<file path="src/rtl/vga_ctrl.sv">
// VGA timing controller: sequences h/v counters, syncs and pixel requests for vga_pic.
// Coordinates are requested one clock ahead of the visible window to absorb vga_pic's registered output.
module vga_ctrl #(
  parameter int H_SYNC   = 96,
  parameter int H_BACK   = 48,
  parameter int H_ACTIVE = 640,
  parameter int H_FRONT  = 16,
  parameter int V_SYNC   = 2,
  parameter int V_BACK   = 33,
  parameter int V_ACTIVE = 480,
  parameter int V_FRONT  = 10,
  parameter int DATA_W   = 16
) (
  input  logic              vga_clk,
  input  logic              sys_rst,
  input  logic              disp_en,
  input  logic [DATA_W-1:0] pix_data,
  output logic [9:0]        pix_x,
  output logic [9:0]        pix_y,
  output logic              hsync,
  output logic              vsync,
  output logic              rgb_valid,
  output logic [DATA_W-1:0] rgb,
  output logic              frame_start
);

  localparam int H_TOTAL = H_SYNC + H_BACK + H_ACTIVE + H_FRONT;
  localparam int V_TOTAL = V_SYNC + V_BACK + V_ACTIVE + V_FRONT;
  localparam int HS      = H_SYNC + H_BACK;
  localparam int VS      = V_SYNC + V_BACK;

  localparam logic [9:0] H_LAST      = 10'(H_TOTAL - 1);
  localparam logic [9:0] V_LAST      = 10'(V_TOTAL - 1);
  localparam logic [9:0] H_SYNC_END  = 10'(H_SYNC);
  localparam logic [9:0] V_SYNC_END  = 10'(V_SYNC);
  localparam logic [9:0] REQ_H_FIRST = 10'(HS - 1);
  localparam logic [9:0] REQ_H_LAST  = 10'(HS + H_ACTIVE - 2);
  localparam logic [9:0] VAL_H_FIRST = 10'(HS);
  localparam logic [9:0] VAL_H_LAST  = 10'(HS + H_ACTIVE - 1);
  localparam logic [9:0] ROW_FIRST   = 10'(VS);
  localparam logic [9:0] ROW_LAST    = 10'(VS + V_ACTIVE - 1);

  typedef enum logic {IDLE = 1'b0, RUN = 1'b1} state_t;

  state_t     state_q, state_d;
  logic [9:0] cnt_h_q, cnt_h_d;
  logic [9:0] cnt_v_q, cnt_v_d;

  always_ff @(posedge vga_clk or posedge sys_rst) begin
    if (sys_rst) begin
      state_q <= IDLE;
      cnt_h_q <= '0;
      cnt_v_q <= '0;
    end else begin
      state_q <= state_d;
      cnt_h_q <= cnt_h_d;
      cnt_v_q <= cnt_v_d;
    end
  end

  // disp_en is only honoured on the last clock of a frame, so frames never truncate.
  always_comb begin
    state_d = state_q;
    cnt_h_d = cnt_h_q;
    cnt_v_d = cnt_v_q;
    unique case (state_q)
      IDLE: begin
        cnt_h_d = '0;
        cnt_v_d = '0;
        if (disp_en) state_d = RUN;
      end
      RUN: begin
        if (cnt_h_q == H_LAST) begin
          cnt_h_d = '0;
          if (cnt_v_q == V_LAST) begin
            cnt_v_d = '0;
            if (!disp_en) state_d = IDLE;
          end else begin
            cnt_v_d = cnt_v_q + 10'd1;
          end
        end else begin
          cnt_h_d = cnt_h_q + 10'd1;
        end
      end
      default: state_d = IDLE;
    endcase
  end

  logic run, row_in, req_win, val_win;

  always_comb begin
    run         = (state_q == RUN);
    row_in      = (cnt_v_q >= ROW_FIRST) && (cnt_v_q <= ROW_LAST);
    req_win     = run && row_in && (cnt_h_q >= REQ_H_FIRST) && (cnt_h_q <= REQ_H_LAST);
    val_win     = run && row_in && (cnt_h_q >= VAL_H_FIRST) && (cnt_h_q <= VAL_H_LAST);
    hsync       = run && (cnt_h_q < H_SYNC_END);
    vsync       = run && (cnt_v_q < V_SYNC_END);
    pix_x       = req_win ? (cnt_h_q - REQ_H_FIRST) : 10'h3ff;
    pix_y       = req_win ? (cnt_v_q - ROW_FIRST) : 10'h3ff;
    rgb_valid   = val_win;
    rgb         = val_win ? pix_data : '0;
    frame_start = run && (cnt_h_q == 10'd0) && (cnt_v_q == 10'd0);
  end

endmodule

</file>
<file path="config.mk">
export PLATFORM = sky130hd
export DESIGN_NAME = vga_ctrl
export DESIGN_NICKNAME = d
export VERILOG_FILES = /design/src/rtl/vga_ctrl.sv
export SDC_FILE = /design/constraint.sdc
export NUM_CORES = 1
export LEC_CHECK = 0
export ABC_AREA = 1
export BUFFER_PORTS_ARGS = -buffer_cell sky130_fd_sc_hd__buf_2
export CORE_UTILIZATION = 50
export DETAILED_ROUTE_END_ITERATION = 16
export GPL_ROUTABILITY_DRIVEN = 0
export GPL_TIMING_DRIVEN = 0
export PLACE_DENSITY_LB_ADDON = 0.1
export SLEW_MARGIN = 20
export SYNTH_ARGS = -nofsm -noshare
export SYNTH_HDL_FRONTEND = slang
export SYNTH_SLANG_ARGS = --single-unit
</file>
<file path="constraint.sdc">
create_clock -name vga_clk -period 1.92 [get_ports vga_clk]
set_input_delay 0.096 -clock vga_clk [delete_from_list [all_inputs] [get_ports vga_clk]]
set_output_delay 0.096 -clock vga_clk [all_outputs]
set_load 0.05 [all_outputs]
</file>
==> results.md <==
- Fin util: about 88%
- Syn. warnings: 0
- Mean post-synth cell area: a little over 6 um^2
- Most used flip-flop cell after synthesis: dfrtp_1
- CORE AREA: 3800 um^2
- Hold slack: -0.00996 ns
- Final worst path period need: between 2 and 2.5 ns
- Post-Syn Instances: 333
- Crit path kind: reg -> out
- Max incr delay on CP: 0.46 ns
- First-pass GRT wire length: 9090 um
- Layout overhead on the synthesized area: 61.6%
- Yosys reg bits: 21
- CP max stage cell: dfrtp_2
- Worst VDD drop: 843 uV
- Starting density of the core: 54.3%
- Placed cells: approximately 440
- Final setup TNS: -6.40 ns
- RSZ-0062 raised after global routing: true
- Worst EP arrival: 2.17 ns
- Multi-input logic area: 1510 um^2
- Critical R2R Launch: cnt_v_q[1]
- CTS Hold Bufs: 0
- CTS tree: done
- PD cells: between 500 and 600 nW/um^2
- Vias per inst: 5.71
- Worst Path Buf+Inv: 2
- Die H: 66.2 um
- Post-synth EDFFs: 0
- DR vias: between 2000 and 3000
- Placed instance area: between 2000 and 2500 um^2
- Ys async rst share: 100%
- Antenna-violating nets left: 0
- Slew HR: 44.3%
- Num ports: between 50 and 60
- Max-cap viol count: 0
- Number of distinct library cells after synthesis: 27
- RR Endpoint: run
- Slew Viols, Final: 0
- DRT iter0 DRCs: ~300
- CTS buffer count: 3
- Area of the die: 4390 um^2
- Crit end category: primary output
- Setup WS pre-CTS: 0.139 ns
- R2R setup slack: approximately 0.19 ns
- Violated checks: negative hold slack, negative setup slack
- Final hold vios: 21
- # fillers: 195
- Total GRT Usage: 27.0%
- N_diodes: 0
- Clk_skew: 0.00354 ns
- LEAKAGE: between 0.0015 and 0.002 uW
- Initial antenna violation count: 0
- Final instance area: between 3000 and 4000 um^2
- PortBufs: 58
- Routed len/inst: about 17 um
- R2R depth: 8
- Drt total wl: 7970 um
- Die X: 66.2 um
- # setup viols final: 37
- Clk buf depth: 2
- Vias in the first global route: 2058
- FF/Latch Area: 536 um^2
- Crit-path cells: nor2_4, nand2_1, o21ai_1, nor2_1, nor2_2, buf_2, nand3_1, buf_4
- Post-route DRC: 0
- CP top delay family: simple AND/OR/NAND/NOR gates
- Clk slew on worst S/H paths: 0.08 ns
- Nets: 453
- Pin count of the biggest net entering global routing: 22
- CTS root buffer: clkbuf_8
- Crit-path max FO: 5
- H-tree depth: 1
- Req. time, crit path: 1.82 ns
- Type of origin of the critical path: flip-flop
- Status: finished with violations
- Syn Nets: 358
- Final worst slack: -0.349 ns
- Max Fclk: 441 MHz
- Total grt overflow: 0
- Post-Syn Area: approximately 2100 um^2
- Router iterations before antenna repair: 5
- Layout cells sized above 1: 45.9%
- Crit share post-route: 118%
- DP HPWL: just under 4000 um
- Seq/Total Area, Yosys: 25.5%
- Hold crit path type: in -> async
- Layout Cells excl Fill: 475
- Clock latency on the worst-skew pair: 0.27 ns
- Worst Tran Pin Value: 0.834 ns
- CTS sink cnt: 21
- Cell Rows: 22
==> per-layer routing <==
layer  wire, um  part of all wire [%]  track usage [%]  vias up
met5          0                     0                0        -
met4        324                   4.1             7.98        0
met3        834                    10             2.93       42
met2       3760                    47             43.6      207
met1       3050                    38             37.6     1243
li1           -                     -                -     1219
==> state kept, by name (all words and copies together) (netlist names) <==
| signal | flops |
|---|---|
| cnt_h_q | 10 |
| cnt_v_q | 10 |
| run | 1 |
==> area by class of cell <==
cell class / instances / share of cell area, %
Buffer: 10 / 3.12
Clock buffer: 3 / 1.24
Clock inverter: 1 / 0.150
Inverter: 66 / 7.88
Multi-Input combinational cell: 236 / 45.4
Sequential cell: 21 / 16.1
Tap cell: 48 / 1.80
Timing Repair Buffer: 90 / 24.4
==> Yosys cell counts (2+ instances only) <==
cell | instances | area [um^2]
nor2_1 | 44 | 165
inv_1 | 59 | 221
buf_6 | 3 | 33.8
nand3_1 | 42 | 210
nand2_1 | 67 | 251
nand2_2 | 8 | 50.1
buf_2 | 4 | 20.0
xor2_1 | 8 | 70.1
nor4_1 | 3 | 18.8
ha_1 | 6 | 75.1
inv_2 | 7 | 26.3
a21oi_1 | 9 | 45.0
nor2_2 | 16 | 100
nor3_1 | 6 | 30.0
nand4_1 | 7 | 43.8
dfrtp_1 | 21 | 526
nor2_4 | 2 | 22.5
nand3_2 | 2 | 20.0
buf_4 | 3 | 22.5
o21ai_0 | 9 | 45.0
==> what timing repair did <==
item                                    4_1_cts  5_1_grt
gates cloned                                  1        4
endpoints found under the setup margin       36       38
buffers inserted                             12       15
gates resized for setup                      63      120
pin swaps                                     4       17
==> how the worst max path moves through the flow <==
stage | from | to | slack [ns] | cells past startpoint
after floorplan | cnt_h_q[4] | frame_start | 0.07 | 6
after global placement | cnt_h_q[0] | pix_y[5] | 0.15 | 8
after detailed placement | cnt_h_q[0] | pix_y[5] | 0.14 | 8
after CTS | cnt_v_q[1] | rgb[7] | -0.04 | 11
after global routing | cnt_v_q[7] | pix_y[9] | -0.41 | 8
final | cnt_v_q[7] | pix_y[9] | -0.35 | 8
==> cell families after synthesis <==
kind of cell               share of synthesized area, %
adders and majority gates                          3.64
DFF                                                25.5
and+or+nand+nor                                    46.3
AOI/OAI and AO/OA                                  5.09
buffers and inverters                              15.7
xor gates and xnor gates                           3.82
==> metrics by stage <==
step / total power (uW) / hold WS (ns)
after floorplan: 1060 / 0.0725
after global placement: 1160 / 0.282
after CTS: 1490 / 0.0140
after detailed placement: 1180 / 0.306
after global routing: 1810 / 0.0221
final: 1690 / -0.00996
==> placed cells by master, fill, tap and decap left out, types with 7 or more instances in the layout <==
cell type / count
a21oi_1: 7
buf_2: 23
buf_4: 33
buf_6: 32
buf_8: 11
dfrtp_1: 13
dfrtp_2: 8
inv_1: 51
inv_2: 9
nand2_1: 63
nand2_2: 10
nand3_1: 27
nand3_2: 12
nand4_1: 7
nor2_1: 30
nor2_2: 14
nor2_4: 18
o21ai_0: 8
xor2_1: 8
==> report_power, final <==
group          internal [uW]  switching, uW  leakage (uW)
Sequential               505           74.6      0.000260
Clock                    145            158     0.0000255
Combinational            309            494       0.00143
==> worst register-to-register path, cell delays in order, from the launching register on <==
cell and delay, ns:
dfrtp_1 0.42, inv_1 0.14, ha_1 0.20, inv_1 0.05, nor2_1 0.15, nand4_1 0.17, nand2_1 0.15, nand2_2 0.12
or2_1 0.23
Power figures use the tool's default switching activity.
